$ cat src/rtl/lane_gene_collector_pkg.sv
// Shared definitions for the lane gene collector: state encodings, word sizes
// shared with the mutation lanes, and the bundle-mask popcount helper.
package lane_gene_collector_pkg;

    localparam int GENE_SZ = 64;
    localparam int ATTR_SZ = 8;

    typedef enum logic [1:0] {
        COLL_IDLE    = 2'b00,
        COLL_COLLECT = 2'b01,
        COLL_DRAIN   = 2'b10
    } coll_state_e;

    function automatic logic [1:0] popcount3(input logic [2:0] mask);
        return {1'b0, mask[0]} + {1'b0, mask[1]} + {1'b0, mask[2]};
    endfunction

endpackage

$ cat src/rtl/lane_gene_fifo.sv
// Three-write / one-read gene FIFO. Set mask bits are packed into consecutive
// slots in mask order; the head word falls through to the output.
module lane_gene_fifo
    import lane_gene_collector_pkg::*;
#(
    parameter int GENE_SZ_P = GENE_SZ,
    parameter int DEPTH     = 8,
    parameter int AW        = $clog2(DEPTH)
) (
    input  logic                 i_clk,
    input  logic                 i_rst_n,
    input  logic                 i_clear,
    input  logic                 i_wr_en,
    input  logic [2:0]           i_wr_mask,
    input  logic [GENE_SZ_P-1:0] i_gene1,
    input  logic [GENE_SZ_P-1:0] i_gene2,
    input  logic [GENE_SZ_P-1:0] i_gene3,
    input  logic                 i_pop,
    output logic [GENE_SZ_P-1:0] o_head,
    output logic                 o_valid,
    output logic [AW:0]          o_count
);

    logic [GENE_SZ_P-1:0] r_mem [DEPTH];
    logic [AW-1:0]        r_wr_ptr;
    logic [AW-1:0]        r_rd_ptr;
    logic [AW:0]          r_count;

    logic [GENE_SZ_P-1:0] w_slot [3];
    logic [1:0]           w_wr_num;
    logic                 w_pop;

    // Slot k receives the k-th set bit of the mask.
    always_comb begin
        w_slot[0] = i_wr_mask[0] ? i_gene1 : (i_wr_mask[1] ? i_gene2 : i_gene3);
        w_slot[1] = (i_wr_mask[0] && i_wr_mask[1]) ? i_gene2 : i_gene3;
        w_slot[2] = i_gene3;
    end

    assign w_wr_num = i_wr_en ? popcount3(i_wr_mask) : 2'd0;
    assign w_pop    = i_pop && (r_count != '0);

    always_ff @(posedge i_clk) begin
        for (int k = 0; k < 3; k++) begin
            if (k < int'(w_wr_num)) begin
                r_mem[r_wr_ptr + AW'(k)] <= w_slot[k];
            end
        end
    end

    always_ff @(posedge i_clk or negedge i_rst_n) begin
        if (!i_rst_n) begin
            r_wr_ptr <= '0;
            r_rd_ptr <= '0;
            r_count  <= '0;
        end else if (i_clear) begin
            r_wr_ptr <= '0;
            r_rd_ptr <= '0;
            r_count  <= '0;
        end else begin
            r_wr_ptr <= r_wr_ptr + AW'(w_wr_num);
            if (w_pop) begin
                r_rd_ptr <= r_rd_ptr + AW'(1);
            end
            r_count <= r_count + (AW+1)'(w_wr_num) - (AW+1)'(w_pop);
        end
    end

    assign o_valid = (r_count != '0);
    // Gated so the head reads zero out of reset without resetting storage.
    assign o_head  = o_valid ? r_mem[r_rd_ptr] : '0;
    assign o_count = r_count;

endmodule

$ cat src/rtl/lane_gene_collector.sv
// Lane gene collector top: genome framing FSM, input backpressure, emitted-gene
// counter and sticky error / done flags. LANE_COLLECT_COUNT_EN enables gene_count.
//
// state        | meaning
// COLL_IDLE    | no genome open; bundles dropped, waiting for start
// COLL_COLLECT | accepting bundles and emitting genes
// COLL_DRAIN   | input closed; emitting remaining genes until empty
module lane_gene_collector
    import lane_gene_collector_pkg::*;
#(
    parameter int GENE_SZ_P = GENE_SZ,
    parameter int ATTR_SZ_P = ATTR_SZ,
    parameter int DEPTH     = 8
) (
    input  logic                 i_clk,
    input  logic                 i_rst_n,
    input  logic                 i_start,
    input  logic                 i_done,
    input  logic [GENE_SZ_P-1:0] i_in_gene1,
    input  logic [GENE_SZ_P-1:0] i_in_gene2,
    input  logic [GENE_SZ_P-1:0] i_in_gene3,
    input  logic [2:0]           i_in_valid,
    output logic                 o_in_ready,
    output logic [GENE_SZ_P-1:0] o_out_gene,
    output logic                 o_out_valid,
    input  logic                 i_out_ready,
    output logic [ATTR_SZ_P-1:0] o_gene_count,
    output logic                 o_genome_done,
    output logic                 o_overflow_err
);

    localparam int AW = $clog2(DEPTH);

    coll_state_e r_state;
    coll_state_e w_state_nxt;
    logic        r_genome_done;
    logic        r_overflow_err;
    logic        w_clear;
    logic        w_write;
    logic        w_drop;
    logic        w_pop;
    logic        w_drained;
    logic [AW:0] w_count;
    logic [AW:0] w_free;

    always_ff @(posedge i_clk or negedge i_rst_n) begin
        if (!i_rst_n) begin
            r_state <= COLL_IDLE;
        end else begin
            r_state <= w_state_nxt;
        end
    end

    always_comb begin
        w_state_nxt = r_state;
        w_clear     = 1'b0;
        w_drained   = 1'b0;
        case (r_state)
            COLL_IDLE: begin
                if (i_start) begin
                    w_state_nxt = COLL_COLLECT;
                    w_clear     = 1'b1;
                end
            end
            COLL_COLLECT: begin
                if (i_done) begin
                    w_state_nxt = COLL_DRAIN;
                end
            end
            COLL_DRAIN: begin
                if (w_count == '0) begin
                    w_state_nxt = COLL_IDLE;
                    w_drained   = 1'b1;
                end
            end
            default: w_state_nxt = COLL_IDLE;
        endcase
    end

    // Registered occupancy only: a pop in this same cycle is not credited.
    assign w_free     = (AW+1)'(DEPTH) - w_count;
    assign o_in_ready = (r_state == COLL_COLLECT) && (w_free >= (AW+1)'(3));
    assign w_write    = (i_in_valid != 3'b000) && o_in_ready;
    assign w_drop     = (r_state == COLL_COLLECT) && (i_in_valid != 3'b000) && !o_in_ready;
    assign w_pop      = o_out_valid && i_out_ready && (r_state != COLL_IDLE);

    lane_gene_fifo #(
        .GENE_SZ_P (GENE_SZ_P),
        .DEPTH     (DEPTH),
        .AW        (AW)
    ) u_fifo (
        .i_clk     (i_clk),
        .i_rst_n   (i_rst_n),
        .i_clear   (w_clear),
        .i_wr_en   (w_write),
        .i_wr_mask (i_in_valid),
        .i_gene1   (i_in_gene1),
        .i_gene2   (i_in_gene2),
        .i_gene3   (i_in_gene3),
        .i_pop     (w_pop),
        .o_head    (o_out_gene),
        .o_valid   (o_out_valid),
        .o_count   (w_count)
    );

    always_ff @(posedge i_clk or negedge i_rst_n) begin
        if (!i_rst_n) begin
            r_genome_done  <= 1'b0;
            r_overflow_err <= 1'b0;
        end else begin
            r_genome_done <= w_drained;
            if (w_clear) begin
                r_overflow_err <= 1'b0;
            end else if (w_drop) begin
                r_overflow_err <= 1'b1;
            end
        end
    end

    assign o_genome_done  = r_genome_done;
    assign o_overflow_err = r_overflow_err;

`ifdef LANE_COLLECT_COUNT_EN
    logic [ATTR_SZ_P-1:0] r_gene_count;

    always_ff @(posedge i_clk or negedge i_rst_n) begin
        if (!i_rst_n) begin
            r_gene_count <= '0;
        end else if (w_clear) begin
            r_gene_count <= '0;
        end else if (w_pop && (r_gene_count != '1)) begin
            r_gene_count <= r_gene_count + ATTR_SZ_P'(1);
        end
    end

    assign o_gene_count = r_gene_count;
`else
    assign o_gene_count = '0;
`endif

endmodule

$ cat config.mk
export PLATFORM = sky130hd
export DESIGN_NAME = lane_gene_collector
export DESIGN_NICKNAME = d
export VERILOG_FILES = /design/src/rtl/lane_gene_collector_pkg.sv /design/src/rtl/lane_gene_fifo.sv /design/src/rtl/lane_gene_collector.sv
export SDC_FILE = /design/constraint.sdc
export NUM_CORES = 2
export LEC_CHECK = 0
export CAP_MARGIN = 20
export CELL_PAD_IN_SITES_DETAIL_PLACEMENT = 0
export CELL_PAD_IN_SITES_GLOBAL_PLACEMENT = 2
export CORE_AREA = 2 2 276 278
export CTS_CLUSTER_SIZE = 25
export DETAILED_ROUTE_END_ITERATION = 7
export DIE_AREA = 0 0 278 280
export HOLD_SLACK_MARGIN = 0.06
export MAX_ROUTING_LAYER = met4
export PLACE_DENSITY = 0.95
export SYNTH_ARGS = -nofsm -noshare
export SYNTH_HDL_FRONTEND = slang
export SYNTH_SLANG_ARGS = --single-unit
$ cat constraint.sdc
create_clock -name i_clk -period 21.2 [get_ports i_clk]
set_input_delay 6.36 -clock i_clk [delete_from_list [all_inputs] [get_ports i_clk]]
set_output_delay 6.36 -clock i_clk [all_outputs]
set_load 0.1 [all_outputs]
==> results.cfg <==
[route]
routed.top_layer = met4
drtAntennaViolNets = 0
dr_wl_met2_um = 56800
wl_met1_um = 43700
vias = 28000
routed_wl_um = 123000
route.detailed.drc = 0
avgViaCountPerCell = 7.83
drtIter0Drc = 4466
first_pass_iters = 6
wl_met3_um = 16600
wl_per_cell_um = 34.3

[yosys]
yosys.area_share.simple_pct = 2.96
synth-edff-count = 512
netlist_area_um2 = 32700
ys.flop_type = edfxtp_1
yosys.area_share.adder_pct = 0.529
synth.top_cells.by_count = 512 x edfxtp_1, 509 x o32ai_1, 504 x a2bb2oi_1, 216 x clkbuf_1, 142 x buf_1
synth_top_family_by_area = compound AO/OA/AOI/OAI gates
synth.top_cell.area_share_pct = 47.1
async_reset_ff_share_pct = 2.66
synthCells = 2623
yosysWarnings = 0
ys_ff_latch = 526
synth_top_cell_by_area = edfxtp_1
syn_avg_cell_area_um2 = 12.4
synth_compound_area_share_pct = 29.0
synth_area_leaders = edfxtp_1 47%, o32ai_1 14%, a2bb2oi_1 14%
yosysMostFrequentCell = edfxtp_1
ys_seq_area_share_pct = 48.2
synth_xor_area_share_pct = 0.161
ys_types = 57
synth.area.mux_share_pct = 12.8

[sta]
rsz0062_at_grt = no
setup_violations = 0
slew_viol_final = 0
fmax_mhz = 86.9
min_period_ns = 11.51
finalHoldViolCount = 0
relSlewSlack_pct = 17.6
fin_worst_skew_ns = 0.0184
fin_tns_setup_ns = 0
finalCritPeriodShare_pct = 54.3
worst_slack_ns = 9.69
tightest_slew_ns = 1.24

[clocking]
clockBufferDepth = 3
clock_latency_ns = 0.64
ctsResizeCount = 0
cts_tree = done
htree_levels = 2
cts_sinks = 526
postCtsHoldBufs = 0
cts_setup_buffers = 0
cts_buffers = 56
path_clk_slew_ns = 0.06
cts-root-buf = clkbuf_16

[cells_and_area]
nets = 2756
drive_gt1_share_pct = 12.7
seq_area_um2 = 15700
multi_input_area_um2 = 15200
syn2layout_area_growth_pct = 15.0
fin_util_pct = 49.9
fill_cells = 6304
final_area_um2 = 37600

[worst_setup_path]
cp_num_buf_inv = 3
cp_common_cell = buf_4
r2r_cells = 5
critical-path-top-delay-family = buffers and inverters
worst-setup-path-type = reg -> out
arrival_ns = 5.15
path_cells = buf_4 > buf_4 > mux4_2 > mux2i_1 > nor2_1 > clkdlybuf4s50_1
worstPathRequired_ns = 14.84
cp_max_fo = 47
slowest_stage = clkdlybuf4s50_1
critPathLaunchType = register
end_kind = primary output
slowest_delay_ns = 0.98
cp_num_cells = 6

[global_routing]
antenna_found_initial = 3
grt-ovfl-total = 0
grtUsageTotal_pct = 31.4
grt_pass1_wl_um = 181000
grt_max_degree = 110
grt_pass1_vias = 28400

[power_and_ir_drop]
p_leak_nw = 11.9
p_per_area_nw_per_um2 = 135
ir_drop_mv = 0.139

[hold_path]
hp-class = reg -> reg
holdPathStages = 1

[floorplan]
core_area_um2 = 75200
initial_core_util_pct = 43.4
dieArea_um2 = 77800
ioPinCount = 276
fp-row-count = 101
fp.dieH_um = 280
die_w_um = 278

[run]
cap_violations = 0

[place]
placed_cell_area_um2 = 35300
dp_hpwl_um = 65300
place.gp.congestion = 0.854
numPortBuffers = 267
dpl_worst_slack_ns = 9.85

[outcome]
status = finished, final reports clean
[placed cells by master, fill, tap and decap left out, drive strengths merged, types with 4 or more instances in the layout]
cell type      instances
nor3                   7
inv                   16
o2bb2a                 5
a21boi                 5
nand3                  4
mux4                 128
o21ai                 69
bufinv                13
clkdlybuf4s50        265
clkbuf                63
mux2i                128
or3                    5
nor2                  89
buf                   69
nor2b                  4
a21oi                  6
edfxtp               512
nand2                 75
dfrtp                 14
nand4                 13
a2bb2oi              504
conb                   8
clkinv                27
diode                  4
o221ai                 4
o32ai                509
ha                     9
[area by class of cell]
class,count,share of cell area (%)
Timing Repair Buffer,334,8.86
Clock inverter,43,1.49
Clock buffer,63,3.91
Multi-Input combinational cell,1610,40.4
Tap cell,978,3.26
Sequential cell,526,41.9
Antenna cell,4,0.0267
Inverter,16,0.160
[report_power, final]
group | switching [mW] | internal, mW | leakage [nW]
clock | 0.438 | 0.657 | 0.993
combinational | 1.76 | 0.761 | 6.09
sequential | 0.0984 | 1.35 | 4.83
total | 2.30 | 2.77 | 11.9
[through the flow]
stage / hold WS (ns) / power (mW) / instances
3_5_place_dp: 0.539 / 3.95 / 3457
2_1_floorplan: 0.479 / 3.29 / 2630
5_1_grt: 0.572 / 5.21 / 3573
3_3_place_gp: 0.516 / 3.90 / 3455
4_1_cts: 0.548 / 5.02 / 3563
6_report: 0.554 / 5.07 / 3574
[path summary, 6_finish.rpt]
check,slack (ns),start,end
worst max register to register,16.33,u_fifo.r_wr_ptr[0],u_fifo.r_mem[5][55]
worst max-delay path,9.69,u_fifo.r_rd_ptr[0],o_out_gene[3]
max in group asynchronous,14.54,i_rst_n,u_fifo.r_rd_ptr[2]
worst min register to register,0.55,r_state[1],r_state[0]
min in group asynchronous,6.15,i_rst_n,o_genome_done
worst min-delay path,0.55,r_state[1],r_state[0]
[registers in the layout, summed over array words and instances, names as in the netlist]
name and flops:
u_fifo.r_mem 512, u_fifo.o_count 4, u_fifo.r_rd_ptr 3, u_fifo.r_wr_ptr 3
r_state 2, o_genome_done 1, o_overflow_err 1
[metal layers]
metal	vias to the layer above	GRT usage (%)
met5	-	-
met4	0	14.6
met3	439	7.23
met2	2587	47.9
met1	13900	39.8
li1	11100	-
[cell families (layout without fill, tap and decap cells)]
kind of cell	after synthesis	count (layout)
multiplexers	257	257
flip-flops	526	526
AO/OA/AOI/OAI	1112	1112
adder cells (fa/ha/maj)	12	12
XOR/XNOR	6	6
AND/OR/NAND/NOR	215	215
buffers and inverters	494	456
other	1	12
Power figures use the tool's default switching activity.
